$ cat config.mk
export PLATFORM = sky130hd
export DESIGN_NAME = tt_sweep_ctrl_flat
export DESIGN_NICKNAME = d
export VERILOG_FILES = /design/src/rtl/tt_sweep_ctrl_if.sv /design/src/rtl/tt_sweep_ctrl.sv /design/src/flat_wrapper.sv
export SDC_FILE = /design/constraint.sdc
export NUM_CORES = 1
export LEC_CHECK = 0
export ABC_AREA = 1
export ABC_CLOCK_PERIOD_IN_PS = 1850
export CAP_MARGIN = 10
export CORE_MARGIN = 8
export CORE_UTILIZATION = 50
export CTS_BUF_LIST = sky130_fd_sc_hd__clkbuf_4
export DETAILED_ROUTE_END_ITERATION = 16
export GPL_TIMING_DRIVEN = 1
export PLACE_DENSITY = 0.85
export SLEW_MARGIN = 10
export SYNTH_ARGS = -nofsm -noshare
export SYNTH_HDL_FRONTEND = slang
export SYNTH_SLANG_ARGS = --single-unit
$ cat constraint.sdc
create_clock -name clk -period 1.85 [get_ports clk]
set_input_delay 0.2775 -clock clk [delete_from_list [all_inputs] [get_ports clk]]
set_output_delay 0.2775 -clock clk [all_outputs]
set_load 0.1 [all_outputs]
$ cat src/rtl/tt_sweep_ctrl_if.sv
// Control/result bundle between a test master and the truth-table sweep sequencer.
// The slave side is the sequencer; the master both controls the sweep and models the expressions.
interface tt_sweep_ctrl_if #(
    parameter int unsigned N_IN = 2
) ();
    localparam int unsigned NVec = 1 << N_IN;

    logic              start;
    logic              abort;
    logic              sa;
    logic              sb;
    logic [N_IN-1:0]   vec_out;
    logic              busy;
    logic              done;
    logic              equal;
    logic [N_IN:0]     mismatch_cnt;
    logic [N_IN-1:0]   first_fail;
    logic              first_fail_vld;
    logic [NVec-1:0]   tt_a;
    logic [NVec-1:0]   tt_b;

    modport slave (
        input  start, abort, sa, sb,
        output vec_out, busy, done, equal, mismatch_cnt, first_fail, first_fail_vld, tt_a, tt_b
    );

    modport master (
        output start, abort, sa, sb,
        input  vec_out, busy, done, equal, mismatch_cnt, first_fail, first_fail_vld, tt_a, tt_b
    );
endinterface

$ cat src/rtl/tt_sweep_ctrl.sv
// Sweeps all 2^N_IN input vectors, holds each SETTLE cycles, samples two expression outputs,
// and records both truth tables, the mismatch count, the first failing vector and equivalence.
module tt_sweep_ctrl #(
    parameter int unsigned N_IN   = 2,
    parameter int unsigned SETTLE = 1
) (
    input  logic             clk,
    input  logic             rst_n,
    tt_sweep_ctrl_if.slave   bus
);
    localparam int unsigned NVec     = 1 << N_IN;
    localparam bit          NoSettle = (SETTLE == 0);
    localparam logic [3:0]  WaitLoad = NoSettle ? 4'd0 : 4'(SETTLE - 1);
    localparam logic [3:0]  WaitOne  = 4'd1;
    localparam logic [N_IN:0]   MmOne  = (N_IN + 1)'(1);
    localparam logic [N_IN-1:0] VecOne = N_IN'(1);

    typedef enum logic [1:0] {StIdle, StSettle, StSample, StDone} state_e;

    state_e          state_q, state_d;
    logic [N_IN-1:0] vec_q, vec_d;
    logic [3:0]      wait_q, wait_d;
    logic [N_IN:0]   mm_q, mm_d;
    logic [N_IN-1:0] ff_q, ff_d;
    logic            ffv_q, ffv_d;
    logic [NVec-1:0] tta_q, tta_d;
    logic [NVec-1:0] ttb_q, ttb_d;
    logic            eq_q, eq_d;

    logic last_vec;
    logic miss;

    assign last_vec = (vec_q == {N_IN{1'b1}});
    assign miss     = (bus.sa != bus.sb);

    always_ff @(posedge clk or negedge rst_n) begin
        if (!rst_n) begin
            state_q <= StIdle;
        end else begin
            state_q <= state_d;
        end
    end

    // abort outranks every transition, including start in IDLE
    always_comb begin
        state_d = state_q;
        if (bus.abort) begin
            state_d = StIdle;
        end else begin
            case (state_q)
                StIdle: begin
                    if (bus.start) state_d = NoSettle ? StSample : StSettle;
                end
                StSettle: begin
                    if (wait_q == '0) state_d = StSample;
                end
                StSample: begin
                    if (last_vec) state_d = StDone;
                    else          state_d = NoSettle ? StSample : StSettle;
                end
                StDone:  state_d = StIdle;
                default: state_d = StIdle;
            endcase
        end
    end

    always_comb begin
        vec_d  = vec_q;
        wait_d = wait_q;
        mm_d   = mm_q;
        ff_d   = ff_q;
        ffv_d  = ffv_q;
        tta_d  = tta_q;
        ttb_d  = ttb_q;
        eq_d   = eq_q;
        if (bus.abort) begin
            // partial truth tables and counts are left visible
            vec_d  = '0;
            wait_d = '0;
            eq_d   = 1'b0;
        end else begin
            case (state_q)
                StIdle: begin
                    if (bus.start) begin
                        vec_d  = '0;
                        wait_d = WaitLoad;
                        mm_d   = '0;
                        ff_d   = '0;
                        ffv_d  = 1'b0;
                        tta_d  = '0;
                        ttb_d  = '0;
                        eq_d   = 1'b0;
                    end
                end
                StSettle: begin
                    if (wait_q != '0) wait_d = wait_q - WaitOne;
                end
                StSample: begin
                    tta_d[vec_q] = bus.sa;
                    ttb_d[vec_q] = bus.sb;
                    if (miss) begin
                        mm_d = mm_q + MmOne;
                        if (!ffv_q) begin
                            ff_d  = vec_q;
                            ffv_d = 1'b1;
                        end
                    end
                    if (last_vec) begin
                        vec_d = '0;
                        eq_d  = (mm_d == '0);
                    end else begin
                        vec_d  = vec_q + VecOne;
                        wait_d = WaitLoad;
                    end
                end
                default: ;
            endcase
        end
    end

    always_ff @(posedge clk or negedge rst_n) begin
        if (!rst_n) begin
            vec_q  <= '0;
            wait_q <= '0;
            mm_q   <= '0;
            ff_q   <= '0;
            ffv_q  <= 1'b0;
            tta_q  <= '0;
            ttb_q  <= '0;
            eq_q   <= 1'b0;
        end else begin
            vec_q  <= vec_d;
            wait_q <= wait_d;
            mm_q   <= mm_d;
            ff_q   <= ff_d;
            ffv_q  <= ffv_d;
            tta_q  <= tta_d;
            ttb_q  <= ttb_d;
            eq_q   <= eq_d;
        end
    end

    // busy/done are pure decodes of the state register, so they stay glitch-free
    always_comb begin
        bus.busy           = (state_q == StSettle) || (state_q == StSample);
        bus.done           = (state_q == StDone);
        bus.vec_out        = vec_q;
        bus.equal          = eq_q;
        bus.mismatch_cnt   = mm_q;
        bus.first_fail     = ff_q;
        bus.first_fail_vld = ffv_q;
        bus.tt_a           = tta_q;
        bus.tt_b           = ttb_q;
    end
endmodule

$ cat src/flat_wrapper.sv
// flat-port wrapper written by rule: the top's interface ports become plain ports
module tt_sweep_ctrl_flat 
#(
    parameter int unsigned N_IN   = 2,
    parameter int unsigned SETTLE = 1
)
  (clk, rst_n, bus_start, bus_abort, bus_sa, bus_sb, bus_vec_out, bus_busy, bus_done, bus_equal, bus_mismatch_cnt, bus_first_fail, bus_first_fail_vld, bus_tt_a, bus_tt_b);
  tt_sweep_ctrl_if #(.N_IN(N_IN)) bus_i ();
  input  logic clk;
  input  logic rst_n;
  input wire logic [$bits(bus_i.start)-1:0] bus_start;
  input wire logic [$bits(bus_i.abort)-1:0] bus_abort;
  input wire logic [$bits(bus_i.sa)-1:0] bus_sa;
  input wire logic [$bits(bus_i.sb)-1:0] bus_sb;
  output wire logic [$bits(bus_i.vec_out)-1:0] bus_vec_out;
  output wire logic [$bits(bus_i.busy)-1:0] bus_busy;
  output wire logic [$bits(bus_i.done)-1:0] bus_done;
  output wire logic [$bits(bus_i.equal)-1:0] bus_equal;
  output wire logic [$bits(bus_i.mismatch_cnt)-1:0] bus_mismatch_cnt;
  output wire logic [$bits(bus_i.first_fail)-1:0] bus_first_fail;
  output wire logic [$bits(bus_i.first_fail_vld)-1:0] bus_first_fail_vld;
  output wire logic [$bits(bus_i.tt_a)-1:0] bus_tt_a;
  output wire logic [$bits(bus_i.tt_b)-1:0] bus_tt_b;
  assign bus_i.start = bus_start;
  assign bus_i.abort = bus_abort;
  assign bus_i.sa = bus_sa;
  assign bus_i.sb = bus_sb;
  assign bus_vec_out = bus_i.vec_out;
  assign bus_busy = bus_i.busy;
  assign bus_done = bus_i.done;
  assign bus_equal = bus_i.equal;
  assign bus_mismatch_cnt = bus_i.mismatch_cnt;
  assign bus_first_fail = bus_i.first_fail;
  assign bus_first_fail_vld = bus_i.first_fail_vld;
  assign bus_tt_a = bus_i.tt_a;
  assign bus_tt_b = bus_i.tt_b;
  tt_sweep_ctrl #(.N_IN(N_IN), .SETTLE(SETTLE)) u_core (.clk(clk), .rst_n(rst_n), .bus(bus_i));
endmodule
# Word level (Yosys, flattened, before mapping)
# Index checks and enable logic that the tools add are counted.
op_classes:
  add_sub_neg: 3
  n_lt_le_gt_ge: 2
  n_eq_ne: 13
  n_mux: 34
  bitwise: 1
  reduce_logical: 16
op_table:
  columns: ["operator", "count"]
  rows:
  - ["$mux W2", 9]
  - ["$mux W4", 4]
  - ["$pmux W4 S2", 2]
  - ["$mux W3", 4]
  - ["$pmux W4 S3", 1]
  - ["$ne A3 B2 Y1 const B", 3]
  - ["$bwmux W4", 2]
  - ["$pmux W2 S2", 2]
  - ["$pmux W2 S4", 1]
  - ["$reduce_and A4 Y1", 2]
  - ["$reduce_bool A4 Y1", 2]
  - ["$eq A2 B2 Y1 const B", 3]
  - ["$ne A3 B3 Y1 const B", 2]
  - ["$pmux W3 S2", 1]
  - ["$reduce_and A3 Y1", 2]
  - ["$mux W1", 5]
  - ["$reduce_and A5 Y1", 1]
  - ["$logic_not A4 Y1", 1]
  - ["$ne A2 B2 Y1 const B", 2]
  - ["$pmux W1 S2", 2]
  - ["$reduce_and A2 Y1", 2]
  - ["$sub A4 B1 Y4 const B", 1]
  - ["$add A3 B1 Y3 const B", 1]
  - ["$logic_not A3 Y1", 1]
  - ["13 further kinds", 13]
totals:
  regBits: 23

# Depth between registers and ports, before layout
logic_depth:
  depth_word: 8
  ltp_mapped: 9

# Worst setup path after synthesis
# OpenSTA, ideal clock, no wires.
synth_timing:
  kind: "reg2reg"
  startpoint: "register u_core.state_q[0]"
  endpoint: "register u_core.wait_q[2]"
  arrival_ps: 1950
  required_time_ps: 1732
  path_slack_ps: -218
  path_stages_with_launch: 10
  n_path_buf: 0
  period_less_slack_ps: 2068
  cell_sequence: "dfrtp_1 > inv_1 > ha_1 > inv_1 > nand2_1 > nand3_1 > nor2_1 > inv_1 > nand3_1 > nand2_1"
synth_via:
  elab_chain_cells: 3
  word_cells_on_any_way: 10
  cone_classes: "eq/ne: 5; mux: 2; reduce/logical: 3"
synth_lines:
  columns: ["item", "line", "source"]
  rows:
  - ["start: declaration", "tt_sweep_ctrl.sv:20", "state_e state_q, state_d;"]
  - ["start signal: assignment", "tt_sweep_ctrl.sv:38", "state_q <= StIdle;"]
  - ["start signal: assignment", "tt_sweep_ctrl.sv:40", "state_q <= state_d;"]
  - ["$eq A2 B1 Y1 (tied with other cells)", "tt_sweep_ctrl.sv:82", "case (state_q)"]
  - ["$ne A3 B2 Y1 (no line) (tied with other cells)", null, null]
  - ["$reduce_and A4 Y1 (no line) / $mux W4 (equally long branches)", null, null]
  - ["end signal: assignment", "tt_sweep_ctrl.sv:133", "wait_q <= wait_d;"]
  - ["end: declaration", "tt_sweep_ctrl.sv:22", "logic [3:0] wait_q, wait_d;"]
# Parallel ways exist; a longest one is shown, timed or not.
# A chain may end at the register's enable or synchronous reset.

# Worst setup path in the final report
layout_timing:
  startpoint: "register u_core.state_q[0]"
  endpoint: "register u_core.wait_q[3]"
# The elaborated chain is that of the path after synthesis.

==> results.yml <==
placement:
  gp_routability_congestion: 0.8837
  portBuffers: 24
  dp_hpwl_mm: 2.352
  dp_slack_ns: 0.07309
  dp.cells: 234
timing:
  setup_tns_ns: 0
  fin_ws_ns: 0.1890
  rsz0062_at_grt: "false"
  clock_skew_ns: 0.01240
  worst_slew_pin_slew_ns: 0.2874
  relSlewSlack_pct: 80.84
  finalHoldViolCount: 0
  final_max_slew_viol_count: 0
  fmax_mhz: 602.1
  min_period_ns: 1.661
  setup_viol: 0
  fin_crit_sh_pct: 89.78
global_routing:
  grt_pass1_vias: 1216
  grt_pass1_wl_mm: 5.202
  grt_overflow: 0
  grt_start_max_net_pins: 24
  antenna_found_initial: 0
  track_usage_pct: 13.97
pwr:
  ir_drop_v: 0.002200
  power_leakage_nw: 0.8843
  p_total_mw: 2.710
  power_density_mw_per_mm2: 1541
critical_path:
  critical_path_cell_count: 9
  critPathMaxFanout: 6
  start_kind: "register"
  critPathBufInv: 3
  cp-startpoint: "u_core.state_q[0]"
  rr_worst_depth: 9
  r2r_end: "u_core.wait_q[3]"
  cp_top_family: "simple AND/OR/NAND/NOR gates"
  arrival_ns: 1.88
  cp_cell_sequence: "inv_1, ha_1, buf_4, nand2_1, nand3_1, nor2_1, inv_1, nand3_1, nand2_1"
  slowest_stage: "dfrtp_1"
  reg2reg_slack_ns: 0.19
  worstSetupPathType: "reg2reg"
  worstPathRequired_ns: 2.07
  cp_slowest_stage_delay_ns: 0.36
  endpoint_kind: "register"
  reg2reg_from: "u_core.state_q[0]"
detailed_routing:
  drtPass1Iterations: 4
  drc: 0
  vias: 1231
  wl_mm: 3.007
  avgRoutedWirePerCell_um: 12.63
  drt_iter0_drc: 76
  routed_via_density: 5.172
  ant_nets: 0
logic_synthesis:
  synth_area_leaders: "dfrtp_1, nand2_1, ha_1"
  synth_warnings: 0
  syn_nets: 195
  yosysTopAreaCell: "dfrtp_1"
  yosysSeqAreaShare_pct: 41.33
  syn_avg_cell_area_um2: 7.868
  syn_area_mm2: 0.001393
  synthCells: 177
  synth.distinct_cells: 22
  ys_ff_latch: 23
  synth_top_area_share_pct: 41.33
clock_tree:
  cts_buffers: 3
  path_clk_slew_ns: 0.15
  cts_sinks: 23
  cts_buffer_depth: 2
  clock_latency_ns: 0.32
  cts_tree: "yes"
  root_buffer: "clkbuf_4"
  htree_levels: 1
job:
  drv_cap: 0
floorplan:
  ios: 25
  start_util_pct: 51.39
  die_area_mm2: 0.004730
  num_rows: 19
  die_x_um: 68.78
  coreArea_mm2: 0.002710
  die_h_um: 68.78
final_layout:
  instances_no_fill: 238
  nets: 226
  n_antenna_cell: 0
  drive_gt1_share_pct: 17.87
  areaGrowthSynthToFinish_pct: 26.33
  fin_util_pct: 64.91
run_status:
  status: "complete, no violations"
min_path:
  hold_class: "in2async"
report_power, final:
part	switching [mW]	internal (mW)	total, mW
sequential	0.0965	0.606	0.702
clock	0.167	0.0826	0.250
combinational	1.20	0.556	1.76
total	1.47	1.24	2.71
layout make-up:
cell class,instances,area [µm²]
fill,224,950.9
multi-input combinational,123,691.9
sequential,23,575.6
timing repair buffer,29,317.8
inverter,28,105.1
tap,31,38.79
clock buffer,3,22.52
clock inverter,1,7.507
worst max-delay path by stage:
stage	to	slack, ns
floorplan	u_core.bus.tt_a[2]	0.01
global route	u_core.wait_q[3]	0.04
global placement	u_core.bus.tt_b[2]	0.14
detailed placement	u_core.bus.first_fail[0]	0.07
CTS	u_core.bus.first_fail[0]	0.13
finish	u_core.wait_q[3]	0.19
kinds of logic after synthesis:
kind of cell,share of synthesized area (%)
and+or+nand+nor,26.60
xor gates and xnor gates,0.6290
AOI/OAI and AO/OA,11.14
buffers and inverters,9.523
DFF,41.33
adders and majority gates,10.78
cell usage after synthesis, drive strengths merged:
cell type	number
dfrtp	23
buf	2
nand4	3
ha	12
nor2	11
a21oi	4
o21ai	24
and2	1
nand2	45
nand3b	1
clkbuf	1
inv	28
xor2	1
nand3	21
per-stage QoR:
step                      instance area (µm²)  hold WS (ns)
final                                    1759        0.2846
after detailed placement                 1724        0.4822
after global placement                   1724        0.4732
after floorplan                          1395      -0.01809
after CTS                                1754        0.3055
after global routing                     1759        0.3211
metal layers:
layer | share of wire, % | GRT usage, % | vias to the layer above
li1 | - | - | 626
met1 | 48 | 17.13 | 560
met2 | 44 | 23.93 | 41
met3 | 6.6 | 2.908 | 4
met4 | 1.5 | 4.511 | 0
met5 | 0 | 0 | -
layout by cell type (no fill, tap or decap):
cell type	count
and2_1	1
nor2_4	1
a21oi_4	1
clkbuf_4	3
ha_2	1
inv_1	26
ha_1	11
o21ai_0	17
clkinvlp_4	1
a21oi_1	3
xor2_1	1
o21ai_1	6
o21ai_2	1
nand2_2	1
clkdlybuf4s50_1	5
dfrtp_1	23
nand2_1	44
nand3_4	1
nand4_1	3
nand3_2	1
buf_4	17
nand3_1	19
inv_2	2
nor2_1	10
buf_12	7
nand3b_1	1
state kept, by name, summed over array words and instances (netlist names):
name and count:
u_core.bus.equal 1, u_core.bus.tt_a 4, u_core.bus.first_fail 2, u_core.bus.vec_out 2, u_core.state_q 2, u_core.wait_q 4, u_core.bus.mismatch_cnt 3, u_core.bus.first_fail_vld 1
u_core.bus.tt_b 4
what timing repair did:
item / 4_1_cts / 5_1_grt
hold buffers: 0 / 0
setup endpoints to repair: 0 / 7
resized for setup: 0 / 1
buffers inserted: 0 / 0
No activity file was read; power rests on OpenSTA's default activity.
